### config.mk
export PLATFORM = sky130hd
export DESIGN_NAME = display_bg_scroll
export DESIGN_NICKNAME = d
export VERILOG_FILES = /design/src/rtl/display_pkg.sv /design/src/rtl/wrap_counter.sv /design/src/rtl/display_bg_scroll.sv
export SDC_FILE = /design/constraint.sdc
export NUM_CORES = 1
export LEC_CHECK = 0
export ABC_AREA = 1
export BUFFER_PORTS_ARGS = -buffer_cell sky130_fd_sc_hd__buf_2
export CORE_ASPECT_RATIO = 1.2
export CORE_MARGIN = 1.5
export CORE_UTILIZATION = 58
export CTS_CLUSTER_DIAMETER = 200
export DETAILED_ROUTE_END_ITERATION = 12
export GPL_ROUTABILITY_DRIVEN = 1
export PLACE_DENSITY = 0.83
export SLEW_MARGIN = 20
export SYNTH_ARGS = -nofsm -noshare
export SYNTH_HDL_FRONTEND = slang
export SYNTH_SLANG_ARGS = --single-unit
### constraint.sdc
create_clock -name i_clk -period 8.2 [get_ports i_clk]
set_clock_uncertainty 0.2 [all_clocks]
set_input_delay 0.82 -clock i_clk [delete_from_list [all_inputs] [get_ports i_clk]]
set_output_delay 0.82 -clock i_clk [all_outputs]
set_load 0.02 [all_outputs]
### src/rtl/display_pkg.sv
// display_pkg: shared widths, colour constant and FSM state type for the
// scrolling background renderer.
//   DefColW/DefRowW - screen column/row and image width/height bits
//   DefAddrW        - pixel ROM address bits
//   DefDataW        - pixel bits (RGB444)
//   DefMemLat       - ROM read latency in cycles
package display_pkg;

  localparam int unsigned DefColW   = 10;
  localparam int unsigned DefRowW   = 9;
  localparam int unsigned DefAddrW  = 19;
  localparam int unsigned DefDataW  = 12;
  localparam int unsigned DefMemLat = 1;

  localparam logic [11:0] Black = 12'h000;

  typedef enum logic [1:0] {
    StIdle    = 2'd0,
    StPreload = 2'd1,
    StActive  = 2'd2
  } state_e;

endpackage

### src/rtl/wrap_counter.sv
// wrap_counter: loadable up-counter that wraps to zero when it reaches a limit.
//   i_clk, i_rst_n - clock, async active-low reset
//   i_load         - load i_load_val (has priority over i_inc)
//   i_inc          - advance by one, wrapping to 0 at i_limit
//   i_limit        - wrap point (value never reaches it)
//   o_value        - registered count
//   o_next         - value after this cycle's load/inc (combinational)
//   o_wrap         - pulse: this cycle's increment wraps
module wrap_counter #(
  parameter int unsigned W = 8
) (
  input  logic         i_clk,
  input  logic         i_rst_n,
  input  logic         i_load,
  input  logic [W-1:0] i_load_val,
  input  logic         i_inc,
  input  logic [W-1:0] i_limit,
  output logic [W-1:0] o_value,
  output logic [W-1:0] o_next,
  output logic         o_wrap
);

  logic [W-1:0] r_value;
  logic [W:0]   w_plus1;

  always_comb begin
    w_plus1 = {1'b0, r_value} + 1'b1;
    o_wrap  = 1'b0;
    o_next  = r_value;
    if (i_load) begin
      o_next = i_load_val;
    end else if (i_inc) begin
      // >= rather than == so a value that is already out of range still recovers
      if (w_plus1 >= {1'b0, i_limit}) begin
        o_wrap = 1'b1;
        o_next = '0;
      end else begin
        o_next = w_plus1[W-1:0];
      end
    end
  end

  always_ff @(posedge i_clk or negedge i_rst_n) begin
    if (!i_rst_n) r_value <= '0;
    else          r_value <= o_next;
  end

  assign o_value = r_value;

endmodule

### src/rtl/display_bg_scroll.sv
// display_bg_scroll: scrolling, tiling background renderer between the VGA
// timing generator and the layer mixer. Maps screen pixels onto a tiled image
// in an external synchronous pixel ROM using wrap counters (no divide/multiply).
//   i_clk, i_rst_n   - pixel clock, async active-low reset
//   i_en             - layer enable (0 renders black, valid unaffected)
//   i_frame_start    - vblank pulse; latches width/height/scroll/base
//   i_pix_valid      - visible pixel at i_col/i_row this cycle
//   i_col, i_row     - screen position (col 0 starts a line; row unused)
//   i_width/height   - image size; i_scroll_x/y offsets; i_base_addr ROM base
//   o_mem_addr       - registered ROM address; i_mem_data returns MEM_LAT later
//   o_vga_data/valid - pixel out, MEM_LAT+2 cycles after i_pix_valid
//   o_cfg_err        - sticky: bad configuration seen at a frame_start
//   o_underrun       - sticky: pixel arrived before line_base preload finished
module display_bg_scroll
  import display_pkg::*;
#(
  parameter int unsigned COL_W   = DefColW,
  parameter int unsigned ROW_W   = DefRowW,
  parameter int unsigned ADDR_W  = DefAddrW,
  parameter int unsigned DATA_W  = DefDataW,
  parameter int unsigned MEM_LAT = DefMemLat
) (
  input  logic              i_clk,
  input  logic              i_rst_n,
  input  logic              i_en,
  input  logic              i_frame_start,
  input  logic              i_pix_valid,
  input  logic [COL_W-1:0]  i_col,
  input  logic [ROW_W-1:0]  i_row,
  input  logic [COL_W-1:0]  i_width,
  input  logic [ROW_W-1:0]  i_height,
  input  logic [COL_W-1:0]  i_scroll_x,
  input  logic [ROW_W-1:0]  i_scroll_y,
  input  logic [ADDR_W-1:0] i_base_addr,
  output logic [ADDR_W-1:0] o_mem_addr,
  input  logic [DATA_W-1:0] i_mem_data,
  output logic [DATA_W-1:0] o_vga_data,
  output logic              o_vga_valid,
  output logic              o_cfg_err,
  output logic              o_underrun
);

  state_e              r_state, w_state_d;
  logic [COL_W-1:0]    r_w, r_sx, w_sx_eff;
  logic [ROW_W-1:0]    r_h, r_sy, w_sy_eff, r_cnt, w_cnt_d;
  logic [ADDR_W-1:0]   r_base, r_line_base, w_lb_pre, w_line_base_d, w_w_ext;
  logic [ADDR_W-1:0]   r_mem_addr, w_mem_addr_d;
  logic                r_first_line, w_first_d, w_line_step, w_addr_upd;
  logic                w_dims_ok, w_sx_bad, w_sy_bad, w_black;
  logic                w_relx_load, w_relx_inc, w_rely_load, w_rely_inc, w_rely_wrap;
  logic                w_relx_wrap_unused;
  logic [ROW_W-1:0]    w_rely_val, w_rely, w_rely_next;
  logic [COL_W-1:0]    w_relx, w_relx_next;
  logic [MEM_LAT:0]    r_vld_pipe, r_blk_pipe;
  logic [DATA_W-1:0]   r_vga_data;
  logic                r_vga_valid, r_cfg_err, r_underrun;
  logic                w_unused;

  assign w_unused = ^{i_row, w_rely, w_rely_next, w_relx, w_relx_wrap_unused};

  // Configuration checks on the raw inputs; offsets out of range fall back to 0
  assign w_dims_ok = (i_width != '0) && (i_height != '0);
  assign w_sx_bad  = (i_scroll_x >= i_width);
  assign w_sy_bad  = (i_scroll_y >= i_height);
  assign w_sx_eff  = w_sx_bad ? '0 : i_scroll_x;
  assign w_sy_eff  = w_sy_bad ? '0 : i_scroll_y;
  assign w_w_ext   = ADDR_W'(r_w);

  // A pixel coinciding with frame_start is treated as a PRELOAD pixel
  assign w_black = !i_en || i_frame_start || (r_state != StActive);

  wrap_counter #(.W(COL_W)) u_relx (
    .i_clk      (i_clk),
    .i_rst_n    (i_rst_n),
    .i_load     (w_relx_load),
    .i_load_val (r_sx),
    .i_inc      (w_relx_inc),
    .i_limit    (r_w),
    .o_value    (w_relx),
    .o_next     (w_relx_next),
    .o_wrap     (w_relx_wrap_unused)
  );

  wrap_counter #(.W(ROW_W)) u_rely (
    .i_clk      (i_clk),
    .i_rst_n    (i_rst_n),
    .i_load     (w_rely_load),
    .i_load_val (w_rely_val),
    .i_inc      (w_rely_inc),
    .i_limit    (r_h),
    .o_value    (w_rely),
    .o_next     (w_rely_next),
    .o_wrap     (w_rely_wrap)
  );

  // FSM and counter control
  always_comb begin
    w_state_d   = r_state;
    w_cnt_d     = r_cnt;
    w_lb_pre    = r_line_base;
    w_line_step = 1'b0;
    w_first_d   = r_first_line;
    w_relx_load = 1'b0;
    w_relx_inc  = 1'b0;
    w_rely_load = 1'b0;
    w_rely_val  = r_sy;
    w_rely_inc  = 1'b0;
    w_addr_upd  = 1'b0;
    if (i_frame_start) begin
      w_cnt_d  = '0;
      w_lb_pre = '0;
      if (!w_dims_ok) begin
        w_state_d = StIdle;
      end else if (w_sy_eff == '0) begin
        // Nothing to preload: go straight to rendering
        w_state_d   = StActive;
        w_rely_load = 1'b1;
        w_rely_val  = '0;
        w_first_d   = 1'b1;
      end else begin
        w_state_d = StPreload;
      end
    end else begin
      case (r_state)
        StPreload: begin
          // line_base = sy * w by one add per cycle
          w_cnt_d  = r_cnt + 1'b1;
          w_lb_pre = r_line_base + w_w_ext;
          if (w_cnt_d == r_sy) begin
            w_state_d   = StActive;
            w_rely_load = 1'b1;
            w_first_d   = 1'b1;
          end
        end
        StActive: begin
          if (i_pix_valid) begin
            w_addr_upd = 1'b1;
            if (i_col == '0) begin
              w_relx_load = 1'b1;
              if (r_first_line) begin
                w_first_d = 1'b0;
              end else begin
                w_rely_inc  = 1'b1;
                w_line_step = 1'b1;
              end
            end else begin
              w_relx_inc = 1'b1;
            end
          end
        end
        default: ;
      endcase
    end
  end

  // Separate block so the rely wrap (which depends on w_rely_inc) feeds forward only
  always_comb begin
    w_line_base_d = w_lb_pre;
    if (w_line_step) w_line_base_d = w_rely_wrap ? '0 : r_line_base + w_w_ext;
    w_mem_addr_d = r_base + w_line_base_d + ADDR_W'(w_relx_next);
  end

  always_ff @(posedge i_clk or negedge i_rst_n) begin
    if (!i_rst_n) begin
      r_state      <= StIdle;
      r_cnt        <= '0;
      r_line_base  <= '0;
      r_first_line <= 1'b0;
      r_mem_addr   <= '0;
    end else begin
      r_state      <= w_state_d;
      r_cnt        <= w_cnt_d;
      r_line_base  <= w_line_base_d;
      r_first_line <= w_first_d;
      if (w_addr_upd) r_mem_addr <= w_mem_addr_d;
    end
  end

  // Shadow configuration and sticky flags
  always_ff @(posedge i_clk or negedge i_rst_n) begin
    if (!i_rst_n) begin
      r_w        <= '0;
      r_h        <= '0;
      r_sx       <= '0;
      r_sy       <= '0;
      r_base     <= '0;
      r_cfg_err  <= 1'b0;
      r_underrun <= 1'b0;
    end else begin
      if (i_frame_start) begin
        r_w    <= i_width;
        r_h    <= i_height;
        r_sx   <= w_sx_eff;
        r_sy   <= w_sy_eff;
        r_base <= i_base_addr;
        if (!w_dims_ok || w_sx_bad || w_sy_bad) r_cfg_err <= 1'b1;
      end
      if (i_pix_valid && (i_frame_start || r_state == StPreload)) r_underrun <= 1'b1;
    end
  end

  // Valid/black flags travel alongside the ROM read
  always_ff @(posedge i_clk or negedge i_rst_n) begin
    if (!i_rst_n) begin
      r_vld_pipe  <= '0;
      r_blk_pipe  <= '0;
      r_vga_valid <= 1'b0;
      r_vga_data  <= '0;
    end else begin
      r_vld_pipe  <= {r_vld_pipe[MEM_LAT-1:0], i_pix_valid};
      r_blk_pipe  <= {r_blk_pipe[MEM_LAT-1:0], w_black};
      r_vga_valid <= r_vld_pipe[MEM_LAT];
      r_vga_data  <= (r_vld_pipe[MEM_LAT] && !r_blk_pipe[MEM_LAT]) ? i_mem_data
                                                                   : DATA_W'(Black);
    end
  end

  assign o_mem_addr  = r_mem_addr;
  assign o_vga_data  = r_vga_data;
  assign o_vga_valid = r_vga_valid;
  assign o_cfg_err   = r_cfg_err;
  assign o_underrun  = r_underrun;

endmodule

=== Yosys cells after proc, flatten, opt, wreduce, memory -nomap -nowiden ===
Cells that the tools add are included.

* Flip-flop bits (word level): 145
* Output and inout port bits: 34

* Add/sub/neg operators: 6
* Order comparisons: 4
* Eq/ne operators: 9
* Mux-type cells: 54
* Reduce and logical (&&, ||, !) cells: 22

{| class="wikitable"
|+ Operators with widths
! cell !! number
|-
| $mux 9 || 9
|-
| $mux 19 || 4
|-
| $mux 10 || 4
|-
| $add 19x10->19 || 2
|-
| $mux 1 || 30
|-
| $add 19x19->19 || 1
|-
| $mux 12 || 1
|-
| $add 10x1->11 const B || 1
|-
| $ge 11x10->1 || 1
|-
| $add 9x1->10 const B || 1
|-
| $ge 10x10->1 || 1
|-
| $ge 10x9->1 || 1
|-
| $logic_not 10->1 || 1
|-
| $mux 2 || 5
|-
| $reduce_bool 10->1 || 1
|-
| $add 9x1->9 const B || 1
|-
| $eq 9x9->1 || 1
|-
| $ge 9x9->1 || 1
|-
| $logic_not 9->1 || 1
|-
| $ne 3x3->1 const B || 3
|-
| $reduce_bool 9->1 || 1
|-
| $reduce_and 6->1 || 1
|-
| $reduce_bool 2->1 || 3
|-
| $logic_or 1x1->1 || 5
|-
| other kinds (9) || 15
|}

=== Longest topological paths before layout ===
* Depth in word-level cells: 11
* Mapped depth: 33

=== Modules after synthesis ===
Synthesis repeated with hierarchy kept, for this count alone.

* Cell total of the unflattened synthesis: 1317
* Area, all modules: 9877.0 um2

{| class="wikitable"
|+ Modules (own cells, without submodules)
! module !! times used !! cells an instance !! area each (um2) !! seq. area each (um2)
|-
| display_bg_scroll || 1 || 994 || 7835.0 || 3153.0
|-
| wrap_counter (u_relx) || 1 || 172 || 1103.6 || 250.2
|-
| wrap_counter (u_rely) || 1 || 151 || 938.4 || 225.2
|}

=== Least setup slack after synthesis ===
No wires, ideal clock.

* Path kind: reg-to-reg
* From: register u_relx.r_value[3], in the netlist u_relx.o_value[3]
* To: register r_mem_addr[13], in the netlist o_mem_addr[13]
* Library setup time: 136 ps
* Data arrival time: 4734 ps
* Slack: 3130 ps
* Cell stages (with the launch flop): 30
* Buffers on the path: 0
* Cell sequence: dfrtp_1 inv_1 nor4_1 nand3_1 nor2_1 nand3_1 xor2_1 inv_1 ha_1 nand2_1 inv_1 a221oi_1 nand3b_1 or2_1 a21oi_2 nand2_1 nand2_1 inv_1 fa_1 inv_1 ha_1 inv_1 fa_1 nor2_1 a211oi_1 o21bai_1 a21boi_0 o21ai_0 xnor2_1 o21ai_0

* Word-level cells in the longest chain between the ends: 6

{| class="wikitable"
|+ RTL lines
! what !! RTL line !! source
|-
| from (decl) || wrap_counter.sv:23 || <nowiki>logic [W-1:0] r_value;</nowiki>
|-
| from (signal assigned) || wrap_counter.sv:45 || <nowiki>else r_value <= o_next;</nowiki>
|-
| $add 10x1->11 || wrap_counter.sv:27 || <nowiki>w_plus1 = {1'b0, r_value} + 1'b1;</nowiki>
|-
| $ge 11x10->1 || wrap_counter.sv:34 || <nowiki>if (w_plus1 >= {1'b0, i_limit}) begin</nowiki>
|-
| $mux 10 || wrap_counter.sv:34 ||
|-
| $mux 10 || wrap_counter.sv:32 || <nowiki>end else if (i_inc) begin</nowiki>
|-
| $mux 10 || wrap_counter.sv:30 || <nowiki>if (i_load) begin</nowiki>
|-
| via u_relx.o_next[1] || wrap_counter.sv:19 || <nowiki>output logic [W-1:0] o_next,</nowiki>
|-
| $add 19x10->19 || display_bg_scroll.sv:160 || <nowiki>w_mem_addr_d = r_base + w_line_base_d + ADDR_W'(w_relx_next);</nowiki>
|-
| to (signal assigned) || display_bg_scroll.sv:175 || <nowiki>if (w_addr_upd) r_mem_addr <= w_mem_addr_d;</nowiki>
|-
| to (decl) || display_bg_scroll.sv:47 || <nowiki>logic [ADDR_W-1:0] r_mem_addr, w_mem_addr_d;</nowiki>
|}

The timed path passes the listed nets, and every way through them passes these cells.
A chain may end at the register's enable or synchronous reset.

=== Worst setup path after layout ===
* From: register u_rely.r_value[0], in the netlist u_rely.o_value[0]
* To: register r_mem_addr[13], in the netlist o_mem_addr[13]

* Word-level cells in the longest chain between the ends: 9

{| class="wikitable"
|+ RTL lines
! what !! RTL line !! source
|-
| from (decl) || wrap_counter.sv:23 ||
|-
| from (signal assigned) || wrap_counter.sv:45 ||
|-
| $add 9x1->10 || wrap_counter.sv:27 ||
|-
| $ge 10x9->1 || wrap_counter.sv:34 ||
|-
| $mux 1 || wrap_counter.sv:34 ||
|-
| $mux 1 || wrap_counter.sv:32 ||
|-
| $mux 1 || wrap_counter.sv:30 ||
|-
| $mux 19 (2 in a row) || display_bg_scroll.sv:159 || <nowiki>if (w_line_step) w_line_base_d = w_rely_wrap ? '0 : r_line_base + w_w_ext;</nowiki>
|-
| via w_line_base_d[1] || display_bg_scroll.sv:46 || <nowiki>logic [ADDR_W-1:0] r_base, r_line_base, w_lb_pre, w_line_base_d, w_w_ext;</nowiki>
|-
| $add 19x19->19 || display_bg_scroll.sv:160 ||
|-
| $add 19x10->19 || display_bg_scroll.sv:160 ||
|}

The timed path passes the listed nets, and every way through them passes these cells.

==> metrics.csv <==
metric;value;unit
CP max FO;11;
Final Cell Area;10800;um^2
Setup Viol. Count Final;0;
status;completed;
final-layout fill cell count;1332;
Post-Layout Cell Count;1569;
Post-synth EDFFs;0;
WS Path Type;reg2reg;
# DRC;0;
Pwr per Cell Area;254;nW/um^2
vias in the first global route;8440;
die area;17100;um^2
initial antenna violation count;0;
io pins;127;
Syn. warnings;0;
Clock Path Buffers;2;
Synth area leaders;dfrtp_1 38%, nand2_1 13%, ha_1 10%;
Synth Cell Area;9470;um^2
post-synth top area share;38.3;%
Synth area leader;dfrtp_1;
Worst path max stage delay;530;ps
Area growth, synth to finish;14.6;%
Final GP Congestion;0.930;
most common cell in the netlist;nand2_1;
Post-CTS Resized;0;
synthesized netlist cell count;1232;
Die Height;143;um
grt ovf;0;
fin crit share;76.1;%
worst IR drop on VDD;0.000230;V
final wirelength;23000;um
htree depth;4;
synth cell count leaders;334 x nand2_1, 187 x inv_1, 145 x dfrtp_1;
Initial DRC Count;631;
net count after synthesis;1413;
Hold Crit Class;reg2reg;
HPWL after DPL;17000;um
Worst setup EP type;flop;
synth unique cells;52;
FMAX;0.160;GHz
cts bufs inserted;17;
Period minus WS final;6240;ps
async set or reset register ratio after synthesis;100;%
clk_lat worst skew;440;ps
synthesized area per cell;7.68;um^2
register area share after synthesis;38.3;%
setup bufs post-CTS;0;
multi-input logic area;4960;um^2
CP max-delay cell;dfrtp_1;
Vias per Instance;5.44;
Max Cap Violations;0;
Slew Limit Fails;0;
crit path DAT;6340;ps
slew of the pin with the lowest slew margin;923;ps
Synth Register Bits;145;
drt first pass iters;5;
crit path launch type;flop;
first-pass GRT wire length;38600;um
Fin. Hold Viols;0;
largest net degree at the start of global routing;90;
layout cells sized above 1;14.1;%
leakage;5.94;nW
CTS Root Buffer Type;clkbuf_16;
Slew Limit Headroom;38.5;%
Die W;120;um
Rows;51;
Req. time, crit path;8300;ps
Initial Util;58.9;%
post-route ant nets;0;
Most Frequent Cell on Critical Path;inv_1;
drt wl/cell;14.7;um
n_diodes;0;
CTS Sinks;145;
Hold-fix buffers, CTS;0;
Final TNS setup;0;ps
Seq. cell area;3630;um^2
port buffer count;117;
cell total after placement;1537;
Tot GR Track Use;28.4;%
clk slew on worst S/H paths;60;ps
final net count;1525;
Area after DPL;10200;um^2
RSZ-0062 raised after global routing;no;
Vias;8537;
commonest register cell after synthesis;dfrtp_1;
TritonCTS clock tree;yes;
CORE AREA;16100;um^2
sequential cells by signal, indices dropped and copies added, names as in the netlist:
name / cells
o_mem_addr: 19
r_base: 19
r_line_base: 19
o_vga_data: 12
r_sx: 10
r_w: 10
u_relx.o_value: 10
r_cnt: 9
r_h: 9
r_sy: 9
u_rely.o_value: 9
r_blk_pipe: 2
r_state: 2
r_vld_pipe: 2
o_cfg_err: 1
o_underrun: 1
o_vga_valid: 1
r_first_line: 1
stage by stage:
step	total power [mW]	worst slack [ps]	util (%)	hold slack [ps]
3_3_place_gp	1.87	2150	63.6	132
3_5_place_dp	1.91	2090	63.6	141
5_1_grt	2.93	1350	67.4	167
2_1_floorplan	1.64	3130	-	131
6_report	2.75	1960	67.4	154
4_1_cts	2.75	2010	67.4	156
cell usage in the layout (no fill, tap or decap), drive strengths merged, types with 4 or more instances in the layout:
master and n:
o31ai 8, buf 120, or2 8, o22ai 22, clkinv 4, nand3b 6
a31oi 8, o211ai 5, nor3 7, fa 12, nand4 12, xnor2 9
xor2 26, o21bai 7, nor2 97, nand2 343, inv 207, a21oi 44
dfrtp 145, ha 76, o21ai 67, nor4 6, nand3 72, a22oi 6
clkbuf 17
worst paths after layout:
kind                       slack (ps)  depth (start not counted)              start             end
max                              1960                         29  u_rely.o_value[0]  o_mem_addr[13]
min                               150                          0      r_vld_pipe[0]   r_vld_pipe[1]
max reg2reg                      1960                         29  u_rely.o_value[0]  o_mem_addr[13]
min reg2reg                       150                          0      r_vld_pipe[0]   r_vld_pipe[1]
max in group asynchronous        6260                          2            i_rst_n          r_h[2]
min in group asynchronous         180                          1            i_rst_n          r_w[2]
cell type report:
class	instances	area share, %
Sequential cell	145	33.5
Clock inverter	15	1.83
Inverter	201	6.96
Clock buffer	17	3.92
Tap cell	212	2.45
Multi-Input combinational cell	859	45.7
Timing Repair Buffer	120	5.67
where the power goes:
group          internal [mW]  total [mW]  switching [mW]
combinational          0.371        1.00           0.631
sequential             0.835       0.926          0.0913
clock                  0.489       0.823           0.334
worst max-delay path, delay by kind of cell, from the launching register on:
family | cells | cell delay [ps]
and+or+nand+nor | 9 | 1670
adders and majority gates | 5 | 1480
AOI/OAI and AO/OA | 6 | 1200
buffers and inverters | 7 | 630
DFF | 1 | 530
xor gates and xnor gates | 2 | 410
metal layers:
metal,GRT usage (%),wire [um]
met1,36.6,10000
met2,47.8,11000
met3,5.39,1450
met4,10.4,558
met5,0,0
logic make-up (layout without fill, tap and decap cells):
| family | Yosys count | in the layout | share of synthesized area [%] |
|---|---|---|---|
| compound gates | 183 | 183 | 11.4 |
| fa+ha+maj | 88 | 88 | 12.6 |
| buf+inv | 228 | 353 | 9.29 |
| flops | 145 | 145 | 38.3 |
| xor+xnor | 36 | 36 | 3.48 |
| simple gates | 552 | 552 | 24.9 |
Note: power is estimated with default switching activity, not from simulation.
